### src/rtl/fifo_ctrl_pkg.sv
// Shared sizing helpers for the fifo_ctrl slice: depth, count width, almost-full margin.
package fifo_ctrl_pkg;

    localparam int AF_MARGIN = 2;

    function automatic int depth_of(input int depth_bits);
        return 1 << depth_bits;
    endfunction

    function automatic int cnt_width(input int depth_bits);
        return depth_bits + 1;
    endfunction

endpackage

### src/rtl/fifo_ctrl_if.sv
// Push/pop handshake and status bundle between a FIFO user (master) and fifo_ctrl (slave).
interface fifo_ctrl_if #(
    parameter int WIDTH      = 16,
    parameter int DEPTH_BITS = 3
);
    import fifo_ctrl_pkg::*;

    logic                              push;
    logic [WIDTH-1:0]                  din;
    logic                              pop;
    logic [WIDTH-1:0]                  dout;
    logic                              empty;
    logic                              full;
    logic                              almost_full;
    logic [cnt_width(DEPTH_BITS)-1:0]  count;

    modport master (output push, din, pop,
                    input  dout, empty, full, almost_full, count);
    modport slave  (input  push, din, pop,
                    output dout, empty, full, almost_full, count);
endinterface

### src/rtl/fifo_ctrl_data.sv
// Purpose: storage array for fifo_ctrl, one write port and one combinational read port.
// Latency: write lands on the rising edge; read is zero-cycle from rptr.
// Backpressure: none here; the controller only asserts wr for accepted pushes.
module fifo_data #(
    parameter int WIDTH      = 16,
    parameter int DEPTH_BITS = 3
) (
    input  logic                  clk,
    input  logic                  wr,
    input  logic [DEPTH_BITS-1:0] wptr,
    input  logic [WIDTH-1:0]      din,
    input  logic [DEPTH_BITS-1:0] rptr,
    output logic [WIDTH-1:0]      dout
);
    logic [WIDTH-1:0] mem [2**DEPTH_BITS];

    // Contents are deliberately not reset; empty qualifies dout.
    always_ff @(posedge clk) begin
        if (wr) mem[wptr] <= din;
    end

    assign dout = mem[rptr];
endmodule

### src/rtl/fifo_ctrl.sv
// Purpose: show-ahead synchronous FIFO controller; FIFO_CTRL_ERR_EN adds sticky overflow/underflow.
// Latency: pushed data appears on dout one cycle after the push into an empty queue; flags registered.
// Backpressure: push while full and pop while empty are dropped, judged on registered flags only.
module fifo_ctrl
    import fifo_ctrl_pkg::*;
#(
    parameter int WIDTH      = 16,
    parameter int DEPTH_BITS = 3,
    parameter int AF_LEVEL   = depth_of(DEPTH_BITS) - AF_MARGIN
) (
    input  logic         clk,
    input  logic         rst_n,
    fifo_ctrl_if.slave   bus
`ifdef FIFO_CTRL_ERR_EN
    ,
    input  logic         err_clr,
    output logic         overflow,
    output logic         underflow
`endif
);
    localparam int              DEPTH   = depth_of(DEPTH_BITS);
    localparam int              CW      = cnt_width(DEPTH_BITS);
    localparam logic [CW-1:0]   DEPTH_C = CW'(DEPTH);
    localparam logic [CW-1:0]   AF_C    = CW'(AF_LEVEL);
    localparam logic            AF_RST  = (AF_LEVEL == 0);

    logic [DEPTH_BITS-1:0] wptr, rptr;
    logic [CW-1:0]         count, count_nxt;
    logic                  empty_q, full_q, af_q;
    logic                  push_acc, pop_acc;

    assign push_acc = bus.push & ~full_q;
    assign pop_acc  = bus.pop  & ~empty_q;

    always_comb begin
        count_nxt = count;
        if (push_acc && !pop_acc)      count_nxt = count + CW'(1);
        else if (pop_acc && !push_acc) count_nxt = count - CW'(1);
    end

    // Pointers wrap naturally at DEPTH since they are exactly DEPTH_BITS wide.
    always_ff @(posedge clk or negedge rst_n) begin
        if (!rst_n) begin
            wptr    <= '0;
            rptr    <= '0;
            count   <= '0;
            empty_q <= 1'b1;
            full_q  <= 1'b0;
            af_q    <= AF_RST;
        end else begin
            if (push_acc) wptr <= wptr + 1'b1;
            if (pop_acc)  rptr <= rptr + 1'b1;
            count   <= count_nxt;
            empty_q <= (count_nxt == '0);
            full_q  <= (count_nxt == DEPTH_C);
            af_q    <= (count_nxt >= AF_C);
        end
    end

`ifdef FIFO_CTRL_ERR_EN
    // A new drop in the same cycle wins over err_clr.
    always_ff @(posedge clk or negedge rst_n) begin
        if (!rst_n) begin
            overflow  <= 1'b0;
            underflow <= 1'b0;
        end else begin
            if (bus.push && full_q) overflow <= 1'b1;
            else if (err_clr)       overflow <= 1'b0;
            if (bus.pop && empty_q) underflow <= 1'b1;
            else if (err_clr)       underflow <= 1'b0;
        end
    end
`endif

    fifo_data #(
        .WIDTH      (WIDTH),
        .DEPTH_BITS (DEPTH_BITS)
    ) u_data (
        .clk  (clk),
        .wr   (push_acc),
        .wptr (wptr),
        .din  (bus.din),
        .rptr (rptr),
        .dout (bus.dout)
    );

    assign bus.empty       = empty_q;
    assign bus.full        = full_q;
    assign bus.almost_full = af_q;
    assign bus.count       = count;
endmodule

### src/flat_wrapper.sv
// flat-port wrapper written by rule: the top's interface ports become plain ports
module fifo_ctrl_flat import fifo_ctrl_pkg::*;
#(
    parameter int WIDTH      = 16,
    parameter int DEPTH_BITS = 3,
    parameter int AF_LEVEL   = depth_of(DEPTH_BITS) - AF_MARGIN
)
  (clk, rst_n, bus_push, bus_din, bus_pop, bus_dout, bus_empty, bus_full, bus_almost_full, bus_count);
  fifo_ctrl_if #(.WIDTH(WIDTH), .DEPTH_BITS(DEPTH_BITS)) bus_i ();
  input  logic clk;
  input  logic rst_n;
  input wire logic [$bits(bus_i.push)-1:0] bus_push;
  input wire logic [$bits(bus_i.din)-1:0] bus_din;
  input wire logic [$bits(bus_i.pop)-1:0] bus_pop;
  output wire logic [$bits(bus_i.dout)-1:0] bus_dout;
  output wire logic [$bits(bus_i.empty)-1:0] bus_empty;
  output wire logic [$bits(bus_i.full)-1:0] bus_full;
  output wire logic [$bits(bus_i.almost_full)-1:0] bus_almost_full;
  output wire logic [$bits(bus_i.count)-1:0] bus_count;
  assign bus_i.push = bus_push;
  assign bus_i.din = bus_din;
  assign bus_i.pop = bus_pop;
  assign bus_dout = bus_i.dout;
  assign bus_empty = bus_i.empty;
  assign bus_full = bus_i.full;
  assign bus_almost_full = bus_i.almost_full;
  assign bus_count = bus_i.count;
  fifo_ctrl #(.WIDTH(WIDTH), .DEPTH_BITS(DEPTH_BITS), .AF_LEVEL(AF_LEVEL)) u_core (.clk(clk), .rst_n(rst_n), .bus(bus_i));
endmodule
### config.mk
export PLATFORM = sky130hd
export DESIGN_NAME = fifo_ctrl_flat
export DESIGN_NICKNAME = d
export VERILOG_FILES = /design/src/rtl/fifo_ctrl_pkg.sv /design/src/rtl/fifo_ctrl_if.sv /design/src/rtl/fifo_ctrl_data.sv /design/src/rtl/fifo_ctrl.sv /design/src/flat_wrapper.sv
export SDC_FILE = /design/constraint.sdc
export NUM_CORES = 1
export LEC_CHECK = 0
export ABC_CLOCK_PERIOD_IN_PS = 3200
export BUFFER_PORTS_ARGS = -buffer_cell sky130_fd_sc_hd__buf_2
export CORE_UTILIZATION = 59
export DETAILED_ROUTE_END_ITERATION = 10
export MAX_ROUTING_LAYER = met4
export PLACE_DENSITY = 0.84
export SETUP_SLACK_MARGIN = 0.5
export SLEW_MARGIN = 20
export SYNTH_ARGS = -nofsm -noshare
export SYNTH_HDL_FRONTEND = slang
export SYNTH_HIERARCHICAL = 1
export SYNTH_SLANG_ARGS = --single-unit
export TNS_END_PERCENT = 10
### constraint.sdc
create_clock -name clk -period 3.2 [get_ports clk]
set_input_delay 0.16 -clock clk [delete_from_list [all_inputs] [get_ports clk]]
set_output_delay 0.16 -clock clk [all_outputs]
set_load 0.005 [all_outputs]
==> flow_metrics.env, run 1 <==
export IMPL_run_status="finished, final reports clean"
export IMPL_global_route_wire_length_before_repair_um=14760
export IMPL_post_cts_sizing=0
export IMPL_synth_ff_latch_count=141
export IMPL_switching_share_pct=28.33
export IMPL_required_time_worst_endpoint_ns=3.04
export IMPL_start_util_pct=60.95
export IMPL_pre_cts_slack_ns=1.287
export IMPL_hpwlAfterDp_um=5569
export IMPL_share_comb_of_total_power_pct=27.8
export IMPL_grt_overflow_total=0
export IMPL_path_class="reg2out"
export IMPL_avg_cell_area_syn_um2=22.53
export IMPL_cts_sinks=141
export IMPL_rows=35
export IMPL_synth_warnings=6
export IMPL_drive_gt1_share_pct=35.14
export IMPL_synthesis_nets=274
export IMPL_vdd_drop_max_v=0.0005731
export IMPL_numPlacedInstances=428
export IMPL_num_nets_final=361
export IMPL_hold_fix_buffers_cts=19
export IMPL_totalWireLength_um=9648
export IMPL_grt_usage_pct=22.17
export IMPL_period_share_pct=75.31
export IMPL_drv_cap=0
export IMPL_tritoncts_num_buffers=17
export IMPL_via_count=2691
export IMPL_max_slew_worst_pin_slew_ns=0.9643
export IMPL_finalWeightedCongestion=0.7049
export IMPL_cts_repair_timing_setup_buffer_count=0
export IMPL_timing_setup_tns_ns=0
export IMPL_clk_insertion_delay_late_ns=0.52
export IMPL_switchingPower_mw=1.731
export IMPL_power_static_leakage_nw=2.473
export IMPL_fin_ws_ns=0.7901
export IMPL_detail_route_iter0_violations=142
export IMPL_synthToLayoutAreaGrowth_pct=21.15
export IMPL_maxSlewHeadroom_pct=35.71
export IMPL_fp_dieW_um=99.70
export IMPL_insertedDiodeCount=0
export IMPL_yosys_area_top_type_share_pct=68.25
export IMPL_synth_top_cells_by_area="sky130_fd_sc_hd__edfxtp_1, sky130_fd_sc_hd__mux4_1, sky130_fd_sc_hd__dfrtp_1"
export IMPL_cts_root_buffer="sky130_fd_sc_hd__clkbuf_8"
export IMPL_synth_cell_types=29
export IMPL_critPathLaunchType="register"
export IMPL_cts_root_to_sink_buffers=2
export IMPL_library_cell_with_the_largest_summed_area_after_synthesis="sky130_fd_sc_hd__edfxtp_1"
export IMPL_timing_critical_path_arrival_ns=2.25
export IMPL_number_of_slew_limit_violations_in_the_final_report=0
export IMPL_critPathMaxFanout=24
export IMPL_i_o_buffers=42
export IMPL_setup_worst_path_end_class="output port"
export IMPL_power_mw=6.110
export IMPL_grt_max_degree=25
export IMPL_cts_max_level=4
export IMPL_fin_worst_hold_slack_ns=0.05717
export IMPL_cellPowerDensity_nw_per_um2=895.5
export IMPL_skew_ns=0.004517
export IMPL_post_route_drc_count=0
export IMPL_sequentialPowerShare_pct=42.0
export IMPL_finalSetupViolations=0
export IMPL_first_global_vias=2827
export IMPL_clkPwrFrac_pct=30.3
export IMPL_cts_reportedPaths_clkPinSlew_ns=0.06
export IMPL_route_antenna_remaining_nets=0
export IMPL_final_hold_viol_count=0
export IMPL_instances_no_fill=479
export IMPL_post_layout_min_period_ns=2.410
export IMPL_setup_repair_after_global_routing_missed_its_margin="no"
export IMPL_initial_antenna_violation_count=0
export IMPL_maxClockFrequency_mhz=415.0
export IMPL_boundaryPins=43
export IMPL_internal_power_mw=4.379
export IMPL_filler_cell_count=531
export IMPL_post_synth_instance_area_um2=5632
export IMPL_yosysSeqAreaShare_pct=74.05
export IMPL_drt_wirelength_per_cell_um=20.14
export IMPL_die_y_um=99.70
export IMPL_die_area_um2=9940
export IMPL_post_synth_inst_count=250
export IMPL_worstRegToRegCells=5
export IMPL_mean_number_of_vias_per_cell=5.618
export IMPL_detailed_routing_iterations_pass_1=5
export IMPL_coreArea_um2=9240
export IMPL_tritoncts_clock_tree="done"
export IMPL_class_of_the_worst_hold_path="in2async"
-- metrics by stage --
step	utilization, %	instance area (um2)
2_1_floorplan	-	5632
3_3_place_gp	65.67	6068
3_5_place_dp	65.67	6068
4_1_cts	73.84	6823
5_1_grt	73.84	6823
6_report	73.84	6823
-- cell usage in the layout (no fill, tap or decap), types with 2 or more instances in the layout --
cell type / Yosys / final
sky130_fd_sc_hd__buf_2: 0 / 42
sky130_fd_sc_hd__buf_4: 0 / 16
sky130_fd_sc_hd__bufinv_16: 0 / 2
sky130_fd_sc_hd__clkbuf_16: 0 / 16
sky130_fd_sc_hd__clkinv_2: 0 / 2
sky130_fd_sc_hd__clkinv_4: 0 / 3
sky130_fd_sc_hd__clkinvlp_4: 0 / 5
sky130_fd_sc_hd__dfrtp_1: 12 / 12
sky130_fd_sc_hd__dlygate4sd3_1: 0 / 19
sky130_fd_sc_hd__edfxtp_1: 128 / 128
sky130_fd_sc_hd__ha_1: 4 / 4
sky130_fd_sc_hd__inv_1: 2 / 2
sky130_fd_sc_hd__mux2_2: 16 / 16
sky130_fd_sc_hd__mux4_1: 28 / 28
sky130_fd_sc_hd__mux4_2: 4 / 4
sky130_fd_sc_hd__nand2_1: 11 / 11
sky130_fd_sc_hd__nand2b_1: 4 / 4
sky130_fd_sc_hd__nor2_1: 8 / 8
sky130_fd_sc_hd__nor2_4: 2 / 2
sky130_fd_sc_hd__nor3_2: 0 / 2
sky130_fd_sc_hd__xnor2_1: 5 / 5
sky130_fd_sc_hd__xnor2_2: 2 / 2
-- cells by family (layout without fill, tap and decap cells) --
logic type      after synthesis  after routing  synth area share [%]
fa+ha+maj                     4              4                0.8887
buf+inv                      12            112                 1.355
mux                          48             48                 17.86
xor+xnor                      7              7                 1.355
simple gates                 33             33                 3.399
compound gates                5              5                 1.089
flops                       141            141                 74.05
-- registers in the layout, summed over array words and instances (netlist names) --
register                count
u_core/bus.count            4
u_core/bus.full             1
u_core/wptr                 3
u_core/rptr                 3
u_core/bus.almost_full      1
u_core/u_data/mem         128
u_core/bus.empty            1
-- power groups by stage --
stage          registers (mW)  logic, mW  clock network [mW]
2_1_floorplan            2.52       1.22                   0
3_3_place_gp             2.58       1.65                   0
3_5_place_dp             2.60       1.69                   0
4_1_cts                  2.57       1.72                1.88
5_1_grt                  2.59       1.83                1.95
6_report                 2.57       1.70                1.85
-- layer usage --
metal / wire length (um) / part of all wire [%] / global-route usage, % / up-vias
li1: - / - / - / 1217
met1: 4193 / 43 / 27.14 / 1377
met2: 4937 / 51 / 34.38 / 84
met3: 382 / 4.0 / 7.238 / 13
met4: 135 / 1.4 / 9.276 / 0
met5: 0 / 0 / - / -
-- path summary, 6_finish.rpt --
check	to	slack, ns	start
setup / recovery	bus_dout[14]	0.79	u_core/rptr[2]
min in group clk	u_core/u_data/mem[3][1]	0.45	bus_din[1]
hold reg to reg	u_core/wptr[2]	0.52	u_core/wptr[2]
hold / removal	u_core/bus.full	0.06	rst_n
setup reg to reg	u_core/u_data/mem[1][0]	1.28	u_core/bus.full
max in group asynchronous	u_core/bus.empty	2.86	rst_n
-- cells in the mapped netlist, drive strengths merged --
master	number
nand2b	5
dfstp	1
and2b	1
mux2	16
nor4b	1
mux4	32
a22oi	2
clkbuf	1
dfrtp	12
inv	3
edfxtp	128
ha	4
nor3	3
nor2	10
nor4	1
and3	1
a21o	1
buf	8
nand2	11
o31ai	1
o211ai	1
xnor2	7
-- final cells by class --
type	instances	area, um2	area share, %
clock inverter	14	146.4	2.146
tap	129	161.4	2.366
timing repair buffer	77	520.5	7.629
multi-input combinational	97	1395	20.45
inverter	3	11.26	0.1650
clock buffer	18	417.9	6.125
sequential	141	4170	61.12
-- worst max-delay path, stage by stage, from the launching register on --
cell	delay, ns
sky130_fd_sc_hd__dfrtp_1	0.57
sky130_fd_sc_hd__buf_4	0.39
sky130_fd_sc_hd__mux4_1	0.35
sky130_fd_sc_hd__mux2_2	0.29
sky130_fd_sc_hd__buf_2	0.13
Note: power is estimated with default switching activity, not from simulation.
==> inputs of run 2 (changes only) <==
Settings changed: ABC_CLOCK_PERIOD_IN_PS 3200 to 2100, CORE_UTILIZATION 59 to 53, PLACE_DENSITY 0.84 to 0.8.
Clock period 3.2 ns to 2.1 ns, I/O delays scaled along.
==> run 2 against run 1 <==
  * The flow now finishes with violations (setup timing)
  * Final cell count is 3.8% higher
  * Sequential power rose by 51%
  * Largest cell class unchanged
  * Total power rose by 68%
  * Count of clock-buffer cells in the layout stayed put
  * Final area increased by 3.5%
  * First-iteration DRC count increased by 41%
  * Non-clock buffer count rose by 11
  * Clock skew is 0.0057 ns higher
==> flow_metrics.env, run 2 (synthesis results as in run 1) <==
export IMPL_run_status="finished with violations"
export IMPL_clk_insertion_delay_late_ns=0.52
export IMPL_share_comb_of_total_power_pct=33.7
export IMPL_vdd_drop_max_v=0.0007341
export IMPL_instances_no_fill=497
export IMPL_timing_critical_path_arrival_ns=2.13
export IMPL_path_class="reg2out"
export IMPL_boundaryPins=43
export IMPL_die_area_um2=11040
export IMPL_global_route_wire_length_before_repair_um=17420
export IMPL_crit_chain="buf_6, buf_16, mux4_2, mux2_4, buf_6"
export IMPL_die_y_um=105.1
export IMPL_finalSetupViolations=16
export IMPL_grt_usage_pct=23.43
export IMPL_drv_cap=0
export IMPL_layout_cells_most_common="sky130_fd_sc_hd__edfxtp_1"
export IMPL_cts_root_to_sink_buffers=2
export IMPL_drive_gt1_share_pct=46.54
export IMPL_largest_register_ffs=128
export IMPL_cts_max_level=4
export IMPL_setup_worst_path_end_class="output port"
export IMPL_internal_power_mw=7.302
export IMPL_switching_share_pct=28.84
export IMPL_switchingPower_mw=2.959
export IMPL_clkPwrFrac_pct=28.5
export IMPL_skew_ns=0.01022
export IMPL_num_nets_final=372
export IMPL_worstRegToRegCells=5
export IMPL_grt_max_degree=27
export IMPL_tritoncts_num_buffers=17
export IMPL_critical_path_max_stage_delay_ns=0.52
export IMPL_sequentialPowerShare_pct=37.8
export IMPL_cts_reportedPaths_clkPinSlew_ns=0.06
export IMPL_via_count=2801
export IMPL_first_global_vias=2999
export IMPL_filler_cell_count=641
export IMPL_insertedDiodeCount=0
export IMPL_drt_wirelength_per_cell_um=23.10
export IMPL_max_slew_worst_pin_slew_ns=0.5951
export IMPL_synthToLayoutAreaGrowth_pct=25.35
export IMPL_coreArea_um2=10320
export IMPL_rows=37
export IMPL_numPlacedInstances=440
export IMPL_maxSlewHeadroom_pct=60.20
export IMPL_power_static_leakage_nw=2.520
export IMPL_crit_top_cell="sky130_fd_sc_hd__buf_6"
export IMPL_critPathSlowestCell="sky130_fd_sc_hd__mux4_2"
export IMPL_critPathLaunchType="register"
export IMPL_detailed_routing_iterations_pass_1=4
export IMPL_critPathMaxFanout=6
export IMPL_required_time_worst_endpoint_ns=2.00
export IMPL_cellPowerDensity_nw_per_um2=1454
export IMPL_mean_number_of_vias_per_cell=5.636
export IMPL_fin_util_pct=68.38
export IMPL_fp_dieW_um=105.1
export IMPL_largestRegisters="u_core/u_data/mem x128, u_core/bus.count x4"
export IMPL_hpwlAfterDp_um=6268
export IMPL_tritoncts_clock_tree="done"
export IMPL_cts_root_buffer="sky130_fd_sc_hd__clkbuf_8"
export IMPL_layout_cells_most_common_list="sky130_fd_sc_hd__edfxtp_1, sky130_fd_sc_hd__buf_2, sky130_fd_sc_hd__mux4_2"
export IMPL_setup_repair_after_global_routing_missed_its_margin="yes"
export IMPL_cts_sinks=141
export IMPL_totalWireLength_um=11480
export IMPL_post_route_drc_count=0
export IMPL_fin_ws_ns=-0.1304
export IMPL_i_o_buffers=42
export IMPL_initial_antenna_violation_count=0
export IMPL_grt_overflow_total=0
export IMPL_number_of_slew_limit_violations_in_the_final_report=0
export IMPL_largest_register="u_core/u_data/mem"
export IMPL_class_of_the_worst_hold_path="in2async"
export IMPL_final_hold_viol_count=0
export IMPL_start_util_pct=54.55
export IMPL_pre_cts_slack_ns=0.3714
export IMPL_period_share_pct=106.2
export IMPL_route_antenna_remaining_nets=0
export IMPL_finalWeightedCongestion=0.6878
export IMPL_failed_checks="setup timing"
export IMPL_maxClockFrequency_mhz=448.4
export IMPL_post_layout_min_period_ns=2.230
export IMPL_detail_route_iter0_violations=200
[run 2: cell types whose count changed in the layout (fill, tap and decap cells not counted), sizes merged]
cell / change
bufinv: +1
buf: +10
clkinvlp: -1
dlygate4sd3: +1
[run 2: power by group through the flow]
stage | sequential, mW | combinational, mW | clock, mW
6_report | 3.88 | 3.46 | 2.92
5_1_grt | 3.92 | 3.68 | 3.08
4_1_cts | 3.86 | 3.30 | 2.96
3_5_place_dp | 3.89 | 2.81 | 0
3_3_place_gp | 3.85 | 2.75 | 0
2_1_floorplan | 3.85 | 1.91 | 0
[run 2: what timing repair did]
item,CTS,global route
pin swaps,4,5
resized for setup,35,13
cloned,3,0
hold buffers,20,0
hold endpoints to repair,145,0
setup buffers,2,0
setup endpoints to repair,30,62
[run 2: final timing paths]
kind                                       endpoint  slack, ns             from
max                                     bus_dout[4]      -0.13   u_core/rptr[0]
max reg2reg                 u_core/u_data/mem[0][0]       0.44  u_core/bus.full
min in group clk           u_core/u_data/mem[1][10]       0.37      bus_din[10]
min reg2reg                          u_core/wptr[2]       0.51   u_core/wptr[2]
max in group asynchronous            u_core/rptr[0]       0.99            rst_n
min                                u_core/bus.empty       0.07            rst_n
[run 2: metal layers]
layer	wire, um	up-vias	global-route usage [%]
met2	5942	130	37.13
met1	4626	1428	29.60
met3	741	19	5.427
met5	0	-	-
met4	168	0	9.356
li1	-	1224	-
[run 2: area by class of cell]
class	instances	area, um2	share of cell area (%)
clock inverter	14	168.9	2.393
multi-input combinational	97	1391	19.71
sequential	141	4173	59.11
timing repair buffer	88	721.9	10.23
inverter	3	16.27	0.2304
clock buffer	18	417.9	5.920
tap	136	170.2	2.410
[run 2: critical path, delay by kind of cell, from the launching register on]
family,cells,cell delay [ns]
DFF,1,0.39
buffers and inverters,3,0.40
muxes,2,0.82
[run 2: stage by stage]
| step | hold slack [ns] | power, mW | setup TNS, ns | area, um2 |
|---|---|---|---|---|
| after floorplan | -0.1906 | 5.754 | 0 | 5674 |
| after global placement | -0.001914 | 6.600 | 0 | 6160 |
| after detailed placement | 0.01435 | 6.704 | 0 | 6160 |
| after CTS | 0.03155 | 10.12 | -1.988 | 6992 |
| after global routing | 0.04744 | 10.68 | -2.804 | 7059 |
| final | 0.06515 | 10.26 | -1.657 | 7059 |
